### config.mk
export PLATFORM = sky130hd
export DESIGN_NAME = wide_add_sequencer_flat
export DESIGN_NICKNAME = d
export VERILOG_FILES = /design/src/rtl/wide_add_sequencer_if.sv /design/src/rtl/wide_add_sequencer.sv /design/src/flat_wrapper.sv
export SDC_FILE = /design/constraint.sdc
export NUM_CORES = 1
export LEC_CHECK = 0
export CAP_MARGIN = 10
export CORE_MARGIN = 3
export CORE_UTILIZATION = 55
export DETAILED_ROUTE_END_ITERATION = 10
export HOLD_SLACK_MARGIN = 0.05
export PLACE_DENSITY = 0.86
export SKIP_CTS_REPAIR_TIMING = 1
export SLEW_MARGIN = 20
export SYNTH_ARGS = -nofsm -noshare
export SYNTH_HDL_FRONTEND = slang
export SYNTH_SLANG_ARGS = --single-unit
### constraint.sdc
create_clock -name clk -period 26.3 [get_ports clk]
set_input_delay 6.575 -clock clk [delete_from_list [all_inputs] [get_ports clk]]
set_output_delay 6.575 -clock clk [all_outputs]
set_load 0.005 [all_outputs]
### src/rtl/wide_add_sequencer_if.sv
`timescale 1ns/1ps
// Operand request / result response bus of the multi-precision add/sub engine.
interface wide_add_sequencer_if #(
    parameter int unsigned N = 96
);
    logic         in_valid;
    logic         in_ready;
    logic         op_sub;
    logic [N-1:0] a;
    logic [N-1:0] b;
    logic         out_valid;
    logic         out_ready;
    logic [N-1:0] sum;
    logic         cout;
    logic         ovf;
    logic         busy;

    modport master (
        output in_valid, op_sub, a, b, out_ready,
        input  in_ready, out_valid, sum, cout, ovf, busy
    );

    modport slave (
        input  in_valid, op_sub, a, b, out_ready,
        output in_ready, out_valid, sum, cout, ovf, busy
    );
endinterface

### src/rtl/wide_add_sequencer.sv
`timescale 1ns/1ps
// Multi-precision add/subtract: one WIDTH-bit ripple-carry adder reused across
// CHUNKS cycles, LS chunk first, carry registered between chunks.

module ripple_carry_adder #(
    parameter int unsigned WIDTH = 24
) (
    input  logic [WIDTH-1:0] a,
    input  logic [WIDTH-1:0] b,
    input  logic             cin,
    output logic [WIDTH-1:0] s,
    output logic             cout
);
    logic [WIDTH:0] c;

    always_comb begin
        c    = '0;
        s    = '0;
        c[0] = cin;
        for (int unsigned i = 0; i < WIDTH; i++) begin
            s[i]   = a[i] ^ b[i] ^ c[i];
            c[i+1] = (a[i] & b[i]) | (c[i] & (a[i] ^ b[i]));
        end
        cout = c[WIDTH];
    end
endmodule

module wide_add_sequencer #(
    parameter int unsigned WIDTH  = 24,
    parameter int unsigned CHUNKS = 4
) (
    input  logic               clk,
    input  logic               rst,
    wide_add_sequencer_if.slave bus
);
    localparam int unsigned N     = WIDTH * CHUNKS;
    localparam int unsigned IDX_W = $clog2(CHUNKS);

    typedef enum logic [1:0] {
        IDLE = 2'd0,
        RUN  = 2'd1,
        DONE = 2'd2
    } state_t;

    state_t             state_q, state_d;
    logic [N-1:0]       a_q, a_d;
    logic [N-1:0]       b_q, b_d;
    logic               carry_q, carry_d;
    logic [IDX_W-1:0]   idx_q, idx_d;
    logic [N-1:0]       sum_q, sum_d;
    logic               cout_q, cout_d;
    logic               ovf_q, ovf_d;
    logic               in_ready_q, in_ready_d;
    logic               out_valid_q, out_valid_d;
    logic               busy_q, busy_d;

    logic [WIDTH-1:0]   add_a, add_b, add_s;
    logic               add_co;

    // Chunk selected by idx feeds the shared adder.
    always_comb begin
        add_a = '0;
        add_b = '0;
        for (int unsigned i = 0; i < CHUNKS; i++) begin
            if (idx_q == IDX_W'(i)) begin
                add_a = a_q[i*WIDTH +: WIDTH];
                add_b = b_q[i*WIDTH +: WIDTH];
            end
        end
    end

    ripple_carry_adder #(.WIDTH(WIDTH)) u_adder (
        .a    (add_a),
        .b    (add_b),
        .cin  (carry_q),
        .s    (add_s),
        .cout (add_co)
    );

    always_comb begin
        state_d = state_q;
        a_d     = a_q;
        b_d     = b_q;
        carry_d = carry_q;
        idx_d   = idx_q;
        sum_d   = sum_q;
        cout_d  = cout_q;
        ovf_d   = ovf_q;

        case (state_q)
            IDLE: begin
                if (bus.in_valid && in_ready_q) begin
                    a_d     = bus.a;
                    b_d     = bus.op_sub ? ~bus.b : bus.b;
                    carry_d = bus.op_sub;
                    idx_d   = '0;
                    state_d = RUN;
                end
            end
            RUN: begin
                for (int unsigned i = 0; i < CHUNKS; i++) begin
                    if (idx_q == IDX_W'(i)) begin
                        sum_d[i*WIDTH +: WIDTH] = add_s;
                    end
                end
                carry_d = add_co;
                if (idx_q == IDX_W'(CHUNKS - 1)) begin
                    // b_q already holds ~b for subtraction, so one rule covers both ops.
                    cout_d  = add_co;
                    ovf_d   = (a_q[N-1] == b_q[N-1]) && (add_s[WIDTH-1] != a_q[N-1]);
                    state_d = DONE;
                end else begin
                    idx_d = idx_q + IDX_W'(1);
                end
            end
            DONE: begin
                if (bus.out_ready) begin
                    state_d = IDLE;
                end
            end
            default: state_d = IDLE;
        endcase

        in_ready_d  = (state_d == IDLE);
        out_valid_d = (state_d == DONE);
        busy_d      = (state_d != IDLE);
    end

    always_ff @(posedge clk or posedge rst) begin
        if (rst) begin
            state_q     <= IDLE;
            a_q         <= '0;
            b_q         <= '0;
            carry_q     <= 1'b0;
            idx_q       <= '0;
            sum_q       <= '0;
            cout_q      <= 1'b0;
            ovf_q       <= 1'b0;
            in_ready_q  <= 1'b1;
            out_valid_q <= 1'b0;
            busy_q      <= 1'b0;
        end else begin
            state_q     <= state_d;
            a_q         <= a_d;
            b_q         <= b_d;
            carry_q     <= carry_d;
            idx_q       <= idx_d;
            sum_q       <= sum_d;
            cout_q      <= cout_d;
            ovf_q       <= ovf_d;
            in_ready_q  <= in_ready_d;
            out_valid_q <= out_valid_d;
            busy_q      <= busy_d;
        end
    end

    assign bus.in_ready  = in_ready_q;
    assign bus.out_valid = out_valid_q;
    assign bus.sum       = sum_q;
    assign bus.cout      = cout_q;
    assign bus.ovf       = ovf_q;
    assign bus.busy      = busy_q;
endmodule

### src/flat_wrapper.sv
// flat-port wrapper written by rule: the top's interface ports become plain ports
module wide_add_sequencer_flat 
#(
    parameter int unsigned WIDTH  = 24,
    parameter int unsigned CHUNKS = 4
)
  (clk, rst, bus_in_valid, bus_op_sub, bus_a, bus_b, bus_out_ready, bus_in_ready, bus_out_valid, bus_sum, bus_cout, bus_ovf, bus_busy);
  wide_add_sequencer_if #(.N((WIDTH * CHUNKS))) bus_i ();
  input  logic clk;
  input  logic rst;
  input wire logic [$bits(bus_i.in_valid)-1:0] bus_in_valid;
  input wire logic [$bits(bus_i.op_sub)-1:0] bus_op_sub;
  input wire logic [$bits(bus_i.a)-1:0] bus_a;
  input wire logic [$bits(bus_i.b)-1:0] bus_b;
  input wire logic [$bits(bus_i.out_ready)-1:0] bus_out_ready;
  output wire logic [$bits(bus_i.in_ready)-1:0] bus_in_ready;
  output wire logic [$bits(bus_i.out_valid)-1:0] bus_out_valid;
  output wire logic [$bits(bus_i.sum)-1:0] bus_sum;
  output wire logic [$bits(bus_i.cout)-1:0] bus_cout;
  output wire logic [$bits(bus_i.ovf)-1:0] bus_ovf;
  output wire logic [$bits(bus_i.busy)-1:0] bus_busy;
  assign bus_i.in_valid = bus_in_valid;
  assign bus_i.op_sub = bus_op_sub;
  assign bus_i.a = bus_a;
  assign bus_i.b = bus_b;
  assign bus_i.out_ready = bus_out_ready;
  assign bus_in_ready = bus_i.in_ready;
  assign bus_out_valid = bus_i.out_valid;
  assign bus_sum = bus_i.sum;
  assign bus_cout = bus_i.cout;
  assign bus_ovf = bus_i.ovf;
  assign bus_busy = bus_i.busy;
  wide_add_sequencer #(.WIDTH(WIDTH), .CHUNKS(CHUNKS)) u_core (.clk(clk), .rst(rst), .bus(bus_i));
endmodule
[After elaboration in Yosys (flattened, before gate mapping)]
Index checks and enable logic that the tools add are counted.
Storage, ports and cells
  flip-flop bits (word level): 298
  bits of input ports: 197
  output and inout port bits: 101
  logic and storage cells: 178
Cells by class
  add/subtract/negate cells: 1
  equal/unequal tests: 10
  muxes and demuxes: 18
  bitwise gates (word level): 121
  reduce and logical (&&, ||, !) cells: 14
Operators with widths (number)
  two-way mux 24 bit: 8
  two-way mux 96 bit: 1
  inverter 96 bit: 1
  AND 1 bit: 48
  XOR 1 bit: 48
  OR 1 bit: 24
  AND reduction 2 bit: 6
  two-way mux 2 bit: 5
  equality test 2 bit (second input constant): 4
  logical NOT 2 bit: 3
  one-hot mux 2 bit (3 select lines): 1
  equality test 2 x 1 -> 1 bit (second input constant): 2
  one-hot mux 2 bit (2 select lines): 1
  nonzero test 2 bit: 2
  AND reduction 3 bit: 1
  adder 2 x 1 -> 2 bit (second input constant): 1
  logical AND 1 bit: 2
  != test 2 x 1 -> 1 bit (second input constant): 1
  != test 2 bit (second input constant): 1
  one-hot mux 1 bit (2 select lines): 1
  equality test 1 bit: 1
  two-way mux 1 bit: 1
  != test 1 bit: 1

[Depth between registers and ports, before layout]
Gate-level depths: netlist of the first run.
  depth in word-level cells: 55
  depth in mapped cells: 38
  depth with buffers taken out: 35

[By module]
A second synthesis of the first run with hierarchy kept.
Unflattened totals
  cells, all modules: 1131
  area, all modules: 14093.5 sq um
Modules (own cells, without submodules)
  wide_add_sequencer: times used 1, cells each 1097, area each 13575.5 sq um, sequential area each 7458.4 sq um
  ripple_carry_adder: times used 1, cells each 34, area each 518.0 sq um, sequential area each 0.0 sq um

[Worst setup path after synthesis of the first run]
OpenSTA, ideal clock, no wires.
  kind: reg2reg
  start point: register u_core.idx_q[1]
  end point: register u_core.ovf_q (netlist: u_core.bus.ovf)
  library setup time: 83 ps
  arrival time: 12016 ps
  required time: 26217 ps
  path slack: 14201 ps
  stages on the path, launching flop included: 39
  buffers on the path: 3
  clock period less this slack: 12099 ps
  cells stage by stage: dfrtp_1 > inv_1 > ha_1 > clkbuf_1 > nor2b_1 > buf_2 > buf_1 > a221o_1 > a22oi_1 > fa_1 > fa_1 > fa_1 > fa_1 > fa_1 > fa_1 > fa_1 > fa_1 > fa_1 > [3 not listed] > fa_1 > fa_1 > fa_1 > fa_1 > fa_1 > fa_1 > fa_1 > fa_1 > fa_1 > inv_1 > fa_1 > inv_1 > fa_1 > inv_1 > fa_1 > and3b_1 > a21oi_1 > o21ai_0
On the way
  word-level cells in the longest chain between the ends: 55
  elaborated cells on any way between the ends: 109
  classes of those cells: eq/ne: 4; mux: 8; bitwise: 94; reduce/logical: 3
RTL lines
  start: declaration: RTL line wide_add_sequencer.sv:49  | logic [IDX_W-1:0] idx_q, idx_d;
  start signal: assignment: RTL line wide_add_sequencer.sv:147  | idx_q <= idx_d;
  logical NOT 2 bit: RTL line wide_add_sequencer.sv:65  | if (idx_q == IDX_W'(i)) begin
  two-way mux 24 bit (4 in series): RTL line wide_add_sequencer.sv:65
  XOR 1 bit: RTL line wide_add_sequencer.sv:22  | c[i+1] = (a[i] & b[i]) | (c[i] & (a[i] ^ b[i]));
  AND 1 bit: RTL line wide_add_sequencer.sv:22
  OR 1 bit: RTL line wide_add_sequencer.sv:22
  AND 1 bit: RTL line wide_add_sequencer.sv:22
  OR 1 bit: RTL line wide_add_sequencer.sv:22
  AND 1 bit: RTL line wide_add_sequencer.sv:22
  [37 not listed]
  AND 1 bit: RTL line wide_add_sequencer.sv:22
  OR 1 bit: RTL line wide_add_sequencer.sv:22
  AND 1 bit: RTL line wide_add_sequencer.sv:22
  OR 1 bit: RTL line wide_add_sequencer.sv:22
  XOR 1 bit (*): RTL line wide_add_sequencer.sv:21  | s[i] = a[i] ^ b[i] ^ c[i];
  via u_core.add_s[23]: RTL line wide_add_sequencer.sv:57  | logic [WIDTH-1:0] add_a, add_b, add_s;
  != test 1 bit (*): RTL line wide_add_sequencer.sv:110  | ovf_d = (a_q[N-1] == b_q[N-1]) && (add_s[WIDTH-1] != a_q[N-1]);
  logical AND 1 bit (*): RTL line wide_add_sequencer.sv:110
  end signal: assignment: RTL line wide_add_sequencer.sv:150  | ovf_q <= ovf_d;
  end: declaration: RTL line wide_add_sequencer.sv:52  | logic ovf_q, ovf_d;
The timed path passes the listed nets; every way through them passes the cells marked *.
A chain may end at the register's enable or synchronous reset.

[Worst setup path after layout of the first run]
  start point: register u_core.idx_q[0]
  end point: register u_core.ovf_q (netlist: u_core.bus.ovf)
The elaborated chain is that of the path after synthesis.

==> results of run 1 <==
## power by group through the flow
stage | Clock [uW] | Combinational [uW] | Sequential, uW
floorplan | 0 | 746 | 786
global placement | 0 | 1190 | 812
detailed placement | 0 | 1240 | 822
CTS | 404 | 1260 | 816
global route | 425 | 1380 | 840
finish | 401 | 1260 | 818
## logic make-up after synthesis
| kind of cell | Yosys count | share of synthesized area |
|---|---|---|
| AOI/OAI and AO/OA | 359 | 0.159 |
| adders and majority gates | 28 | 0.0392 |
| and+or+nand+nor | 233 | 0.0682 |
| DFF | 298 | 0.550 |
| xor gates and xnor gates | 96 | 0.0621 |
| buffers and inverters | 151 | 0.0517 |
| muxes | 83 | 0.0690 |
## routing by layer
layer,track usage,share of wire
met2,0.448,0.48
met3,0.0506,0.079
met1,0.383,0.40
met5,0,0
met4,0.0946,0.036
## registers in the layout, summed over array words and instances (netlist names)
register and cells:
u_core.state_q 2, u_core.bus.in_ready 1, u_core.a_q 96, u_core.bus.cout 1, u_core.bus.sum 96, u_core.bus.busy 1, u_core.bus.out_valid 1, u_core.carry_q 1
u_core.b_q 96, u_core.idx_q 2, u_core.bus.ovf 1
## area by class of cell
cell class	instances	area (um2)	share of cell area
sequential	298	7460	0.426
multi-input combinational	799	5440	0.311
timing repair buffer	311	3080	0.176
clock buffer	47	863	0.0493
tap	319	399	0.0228
inverter	54	215	0.0123
clock inverter	5	52.6	0.00300
antenna	1	2.50	0.000143
## cell usage in the layout, fill, tap and decap left out, types with 2 or more instances in the layout
master / netlist / final
o21ai_1: 12 / 12
a221o_1: 43 / 43
clkbuf_16: 0 / 29
fa_1: 24 / 24
buf_4: 8 / 14
clkdlybuf4s50_1: 0 / 296
o2bb2ai_1: 2 / 2
nor2_1: 75 / 75
dfrtp_1: 297 / 297
nor2b_1: 4 / 3
a221oi_1: 3 / 3
xor2_1: 23 / 23
mux2_2: 72 / 72
a22oi_1: 46 / 46
xnor2_1: 73 / 73
clkbuf_8: 0 / 7
clkinv_2: 0 / 3
nand3b_1: 5 / 5
o21ai_0: 124 / 124
nand2_1: 143 / 143
mux2_1: 11 / 11
ha_4: 0 / 2
o31ai_1: 3 / 3
a21oi_1: 123 / 123
inv_1: 54 / 53
clkbuf_1: 53 / 11
## worst max-delay path: cells and delay by family, from the launching register on
kind / cells / cell delay, ps
adders and majority gates: 25 / 10940
buffers and inverters: 5 / 900
DFF: 1 / 460
AOI/OAI and AO/OA: 4 / 450
and+or+nand+nor: 1 / 250
## path summary, 6_finish.rpt
path / start / to / slack (ps)
max in group asynchronous: rst / u_core.b_q[4]$_DFFE_PP0P_ / 18190
worst min register to register: u_core.bus.ovf$_DFFE_PP0P_ / u_core.bus.ovf$_DFFE_PP0P_ / 480
min in group asynchronous: rst / u_core.a_q[10]$_DFFE_PP0P_ / 6580
worst min-delay path: u_core.bus.ovf$_DFFE_PP0P_ / u_core.bus.ovf$_DFFE_PP0P_ / 480
worst max register to register: u_core.idx_q[0]$_DFFE_PP0P_ / u_core.bus.ovf$_DFFE_PP0P_ / 13240
worst max-delay path: u_core.idx_q[0]$_DFFE_PP0P_ / u_core.bus.ovf$_DFFE_PP0P_ / 13240
## stage by stage
| step | cell area (um2) | hold slack, ps |
|---|---|---|
| finish | 17500 | 481 |
| global route | 17500 | 500 |
| CTS | 17500 | 483 |
| detailed placement | 16600 | 469 |
| global placement | 16600 | 460 |
| floorplan | 13500 | 458 |
==> summary.txt, run 1 <==
Outcome
  – Outcome: finished clean

STA
  – Final WS setup: approximately 13000 ps
  – Setup TNS Final: 0 ps
  – Normalized max-slew margin: 0.330
  – Final Hold Vio Count: 0
  – Worst slew pin tran: between 1000 and 1500 ps
  – Period utilisation layout: 0.497
  – Setup violators final: 0
  – Post-layout min period: around 13000 ps
  – RSZ-0062 raised after global routing: no
  – Max-slew violations: 0
  – Layout Skew: 8.91 ps
  – FMAX: 0.0766 GHz

Clocking
  – Max clock buf depth: 3
  – H-tree depth: 1
  – Root buf cell: clkbuf_16
  – CTS tree: built
  – Clock sink total: roughly 300
  – TritonCTS buffer count: 29
  – Worst-path clk slew: ~60 ps
  – Skew-Pair Late Insertion Delay: ~540 ps

Setup path
  – CP required: roughly 27000 ps
  – CP max FO: 57
  – Crit path DAT: between 10000 and 15000 ps
  – Nature of the critical path endpoint: flop
  – WS Path Type: reg -> reg
  – CP max stage delay: 580 ps
  – Cell mode on critical path: fa_1
  – Reg2reg path depth: 35
  – CP Launch Type: flop
  – Slowest CP cell: ha_4

Die
  – Initial Utilization: 0.569
  – Die height: 163 um
  – Core area: between 20000 and 25000 um2
  – Area of the die: approximately 27000 um2
  – Die X: approximately 160 um
  – I/O pin total: slightly below 300
  – FP Rows: 56

Final layout
  – Layout area overhead: 29.2%
  – Layout Cells excl Fill: between 1500 and 2000
  – Final net count: 1718
  – Share of cells above drive strength 1: 0.0892
  – Final Core Density: 0.735
  – Fillcell total: 1668

Pwr
  – Static leakage: 0.00731 uW
  – Final Power: around 2500 uW
  – Share of power burned in registers: 0.330
  – Switching pwr: between 1000 and 1500 uW
  – Internal power: 1480 uW
  – Clk pwr share: 0.161
  – Logic pwr share: 0.509
  – Worst VDD drop: around 0.00008 V
  – Pwr dens: 142 nW/um2
  – Switching Fraction: 0.405

Logic synthesis
  – Gate Count Post-Synth: approximately 1200
  – Cell area after synthesis: roughly 14000 um2
  – Post-synth top cells: dfrtp_1 (297), nand2_1 (143), o21ai_0 (124), a21oi_1 (123), nor2_1 (75)
  – Yosys warns: 0
  – Most used flip-flop cell after synthesis: dfrtp_1
  – Sequential fraction of the synthesis area: 0.550
  – Top cell type's share of synthesized area: 0.549
  – Netlist cell types: 35
  – Async SR Flop Fraction: 1.00
  – Synth Register Bits: 298
  – Post-synth top area cell: dfrtp_1
  – Post-Syn Area per Cell: 10.9 um2
  – Number of synthesized flops with an enable pin: 0
  – Ranking of synthesized cells by area: dfrtp_1 (55%), mux2_2 (6.0%), xnor2_1 (4.7%)
  – Syn_nets: between 1000 and 1500
  – Count leader, synth: dfrtp_1

Routing
  – DR iter-0 viols: between 1000 and 1500
  – ANT nets after route: 0
  – Vias: around 10000
  – Residual DRC count: 0
  – Via density per instance: between 5 and 6
  – Detailed Routing Iterations Pass 1: 5
  – Routed wire length: between 30000 and 40000 um
  – Wire per inst: 20.2 um

GRT
  – Largest net degree at the start of global routing: 163
  – GRT overflow: 0
  – GRT Total Usage: 0.277
  – Initial antenna violation count: 0
  – First-pass GRT wire length: 57400 um
  – Vias in the first global route: ~10000

Flow run
  – Max-cap violations: 0

Placement
  – Placer Congestion: roughly 0.83
  – Post-Place Cells: roughly 1800
  – Detailed-placement wirelength estimate: between 20000 and 30000 um
  – Port bufs: just under 300
  – Setup WS pre-CTS: 13320 ps

Worst hold path
  – Hold Path Stages: 2
  – Hold Crit Class: reg -> reg
No activity file was read; power rests on OpenSTA's default activity.
==> inputs of run 2 (changes only) <==
CORE_UTILIZATION = 46   (was 55)
PLACE_DENSITY = 0.77   (was 0.86)
clock period = 11.8 ns   (was 26.3 ns; I/O delays follow)
==> summary.txt, run 2 (same netlist as run 1, synthesis figures left out) <==
Die
  – Die X: 178 um (+9.0%)
  – Core area: 28900 um2 (+21%)
  – FP Rows: 62 (+11%)
  – I/O pin total: 298 (unchanged)
  – Die height: 178 um (+9.0%)
  – Area of the die: 31600 um2 (+19%)
  – Initial Utilization: 0.470 (-0.0992)

GRT
  – First-pass GRT wire length: 56700 um (-1.2%)
  – Initial antenna violation count: 0 (unchanged)
  – GRT overflow: 0 (unchanged)
  – Vias in the first global route: 10109 (-0.84%)
  – GRT Total Usage: 0.231 (-0.0464)
  – Largest net degree at the start of global routing: 256 (+57%)

Setup path
  – Slowest CP cell: fa_2
  – CP max FO: 6 (-89%)
  – Cell mode on critical path: fa_2
  – R2R Path End: u_core.bus.ovf$_DFFE_PP0P_
  – Reg2reg path depth: 35 (unchanged)
  – Worst Setup SP: u_core.idx_q[0]$_DFFE_PP0P_
  – CP Launch Type: flop
  – R2r startpoint: u_core.idx_q[0]$_DFFE_PP0P_
  – Nature of the critical path endpoint: flop
  – Crit path DAT: 11880 ps (-1630 ps)
  – CP required: 12270 ps (-14490 ps)
  – WS Path Type: reg -> reg
  – Flop2flop setup slack: 380 ps (-12860 ps)
  – Critical Path End: u_core.bus.ovf$_DFFE_PP0P_
  – CP max stage delay: 480 ps (-100 ps)

Clocking
  – TritonCTS buffer count: 31 (+6.9%)
  – Worst-path clk slew: 60 ps (about the same)
  – Clock sink total: 298 (unchanged)
  – H-tree depth: 1 (unchanged)
  – Skew-Pair Late Insertion Delay: 550 ps (about the same)
  – Max clock buf depth: 3 (unchanged)
  – Root buf cell: clkbuf_16
  – CTS tree: built

Pwr
  – Share of power burned in registers: 0.311 (-0.019)
  – Worst VDD drop: 0.000212 V (+170%)
  – Switching Fraction: 0.391 (-0.0136)
  – Switching pwr: 2290 uW (+130%)
  – Clk pwr share: 0.187 (+0.026)
  – Logic pwr share: 0.502 (-0.007)
  – Pwr dens: 325 nW/um2 (+130%)
  – Static leakage: 0.00749 uW (+2.5%)
  – Internal power: 3560 uW (+140%)

Placement
  – Dpl cell area: 16800 um2 (+1.1%)
  – Detailed-placement wirelength estimate: 26800 um (+1.6%)
  – Port bufs: 297 (unchanged)
  – Placer Congestion: 0.834 (+1.1%)

Final layout
  – Share of cells above drive strength 1: 0.111 (+0.0219)
  – Final Instance Area: 18000 um2 (+2.7%)
  – Commonest non-fill, non-tap cells in the layout: dfrtp_1 (297), clkdlybuf4s50_1 (296), nand2_1 (143), o21ai_0 (124), a21oi_1 (123)
  – N_diodes: 0 (-1)
  – Most common cell after layout, fill and taps aside: dfrtp_1
  – Final net count: 1732 (+0.81%)
  – Layout area overhead: 32.7%

STA
  – FMAX: 0.0876 GHz (+14%)
  – Setup violators final: 0 (unchanged)
  – RSZ-0062 raised after global routing: no
  – Normalized max-slew margin: 0.284 (-0.0456)
  – Max-slew violations: 0 (unchanged)
  – Worst hold slack: 480 ps (-0.710 ps)
  – Layout Skew: 13.7 ps (+4.76 ps)
  – Worst slew pin tran: 1070 ps (+68.3 ps)
  – Period utilisation layout: 0.968 (+0.471)
  – Post-layout min period: 11420 ps (-1640 ps)
  – Final Hold Vio Count: 0 (unchanged)

Routing
  – Via density per instance: 5.30 (-5.9%)
  – ANT nets after route: 0 (unchanged)
  – DR iter-0 viols: 1076 (-1.2%)
  – Residual DRC count: 0 (unchanged)
  – Routed wire length: 37100 um (+0.39%)
  – Vias: 10135 (-1.8%)
  – Detailed Routing Iterations Pass 1: 7 (+2)
  – Wire per inst: 19.4 um (-3.8%)

Worst hold path
  – Hold Crit Class: reg -> reg
  – Hold Startpoint: u_core.bus.sum[78]$_DFFE_PP0P_

Flow run
  – Max-cap violations: 0 (unchanged)

Outcome
  – Outcome: finished clean
-- run 2: cell types whose count changed in the layout (fill, tap and decap cells not counted) --
cell	before	now
bufinv_16	1	8
clkbuf_1	11	6
clkbuf_16	29	31
fa_1	24	10
diode_2	1	0
buf_12	0	2
buf_4	14	24
fa_2	0	14
-- run 2: cell type report --
class,count,area [um2]
multi-input cells,799,5480
fillers,2335,10900
repair buffers,323,3190
well taps,384,480
clock buffers,44,895
clock inverters,12,263
flip-flops and latches,298,7460
inverters,54,215
-- run 2: worst min path at each step --
stage	slack [ps]	cells after the start	to
global placement	460	2	u_core.bus.sum[74]$_DFFE_PP0P_
detailed placement	470	2	u_core.bus.sum[72]$_DFFE_PP0P_
floorplan	460	1	u_core.a_q[93]$_DFFE_PP0P_
CTS	480	2	u_core.bus.sum[72]$_DFFE_PP0P_
global route	510	2	u_core.bus.sum[6]$_DFFE_PP0P_
finish	480	2	u_core.bus.sum[78]$_DFFE_PP0P_
-- run 2: per-stage QoR --
stage               TNS [ps]  std cells  setup slack (ps)   util  power (uW)
finish                     0       1914               383  0.623        5850
floorplan                  0       1248              22.5      -        3430
CTS                     -685       1913              -214  0.621        5840
global placement           0       1857              7.01  0.581        4610
detailed placement      -559       1857              -187  0.581        4720
global route               0       1914             0.317  0.623        6260
-- run 2: power groups by stage --
stage               clock network, uW  registers, uW  logic (uW)
floorplan                           0           1750        1680
detailed placement                  0           1830        2890
global route                     1150           1870        3240
CTS                              1110           1820        2910
global placement                    0           1810        2800
finish                           1090           1820        2940
-- run 2: per-layer routing --
layer / GRT usage / share of wire
met3: 0.0325 / 0.066
met1: 0.336 / 0.44
met4: 0.0602 / 0.026
met5: 0 / 0
met2: 0.367 / 0.47
-- run 2: critical path, delay by kind of cell, from the launching register on --
kind	cells	cell delay [ps]
and+or+nand+nor	2	430
adders and majority gates	25	9720
DFF	1	410
buffers and inverters	4	330
AOI/OAI and AO/OA	4	410
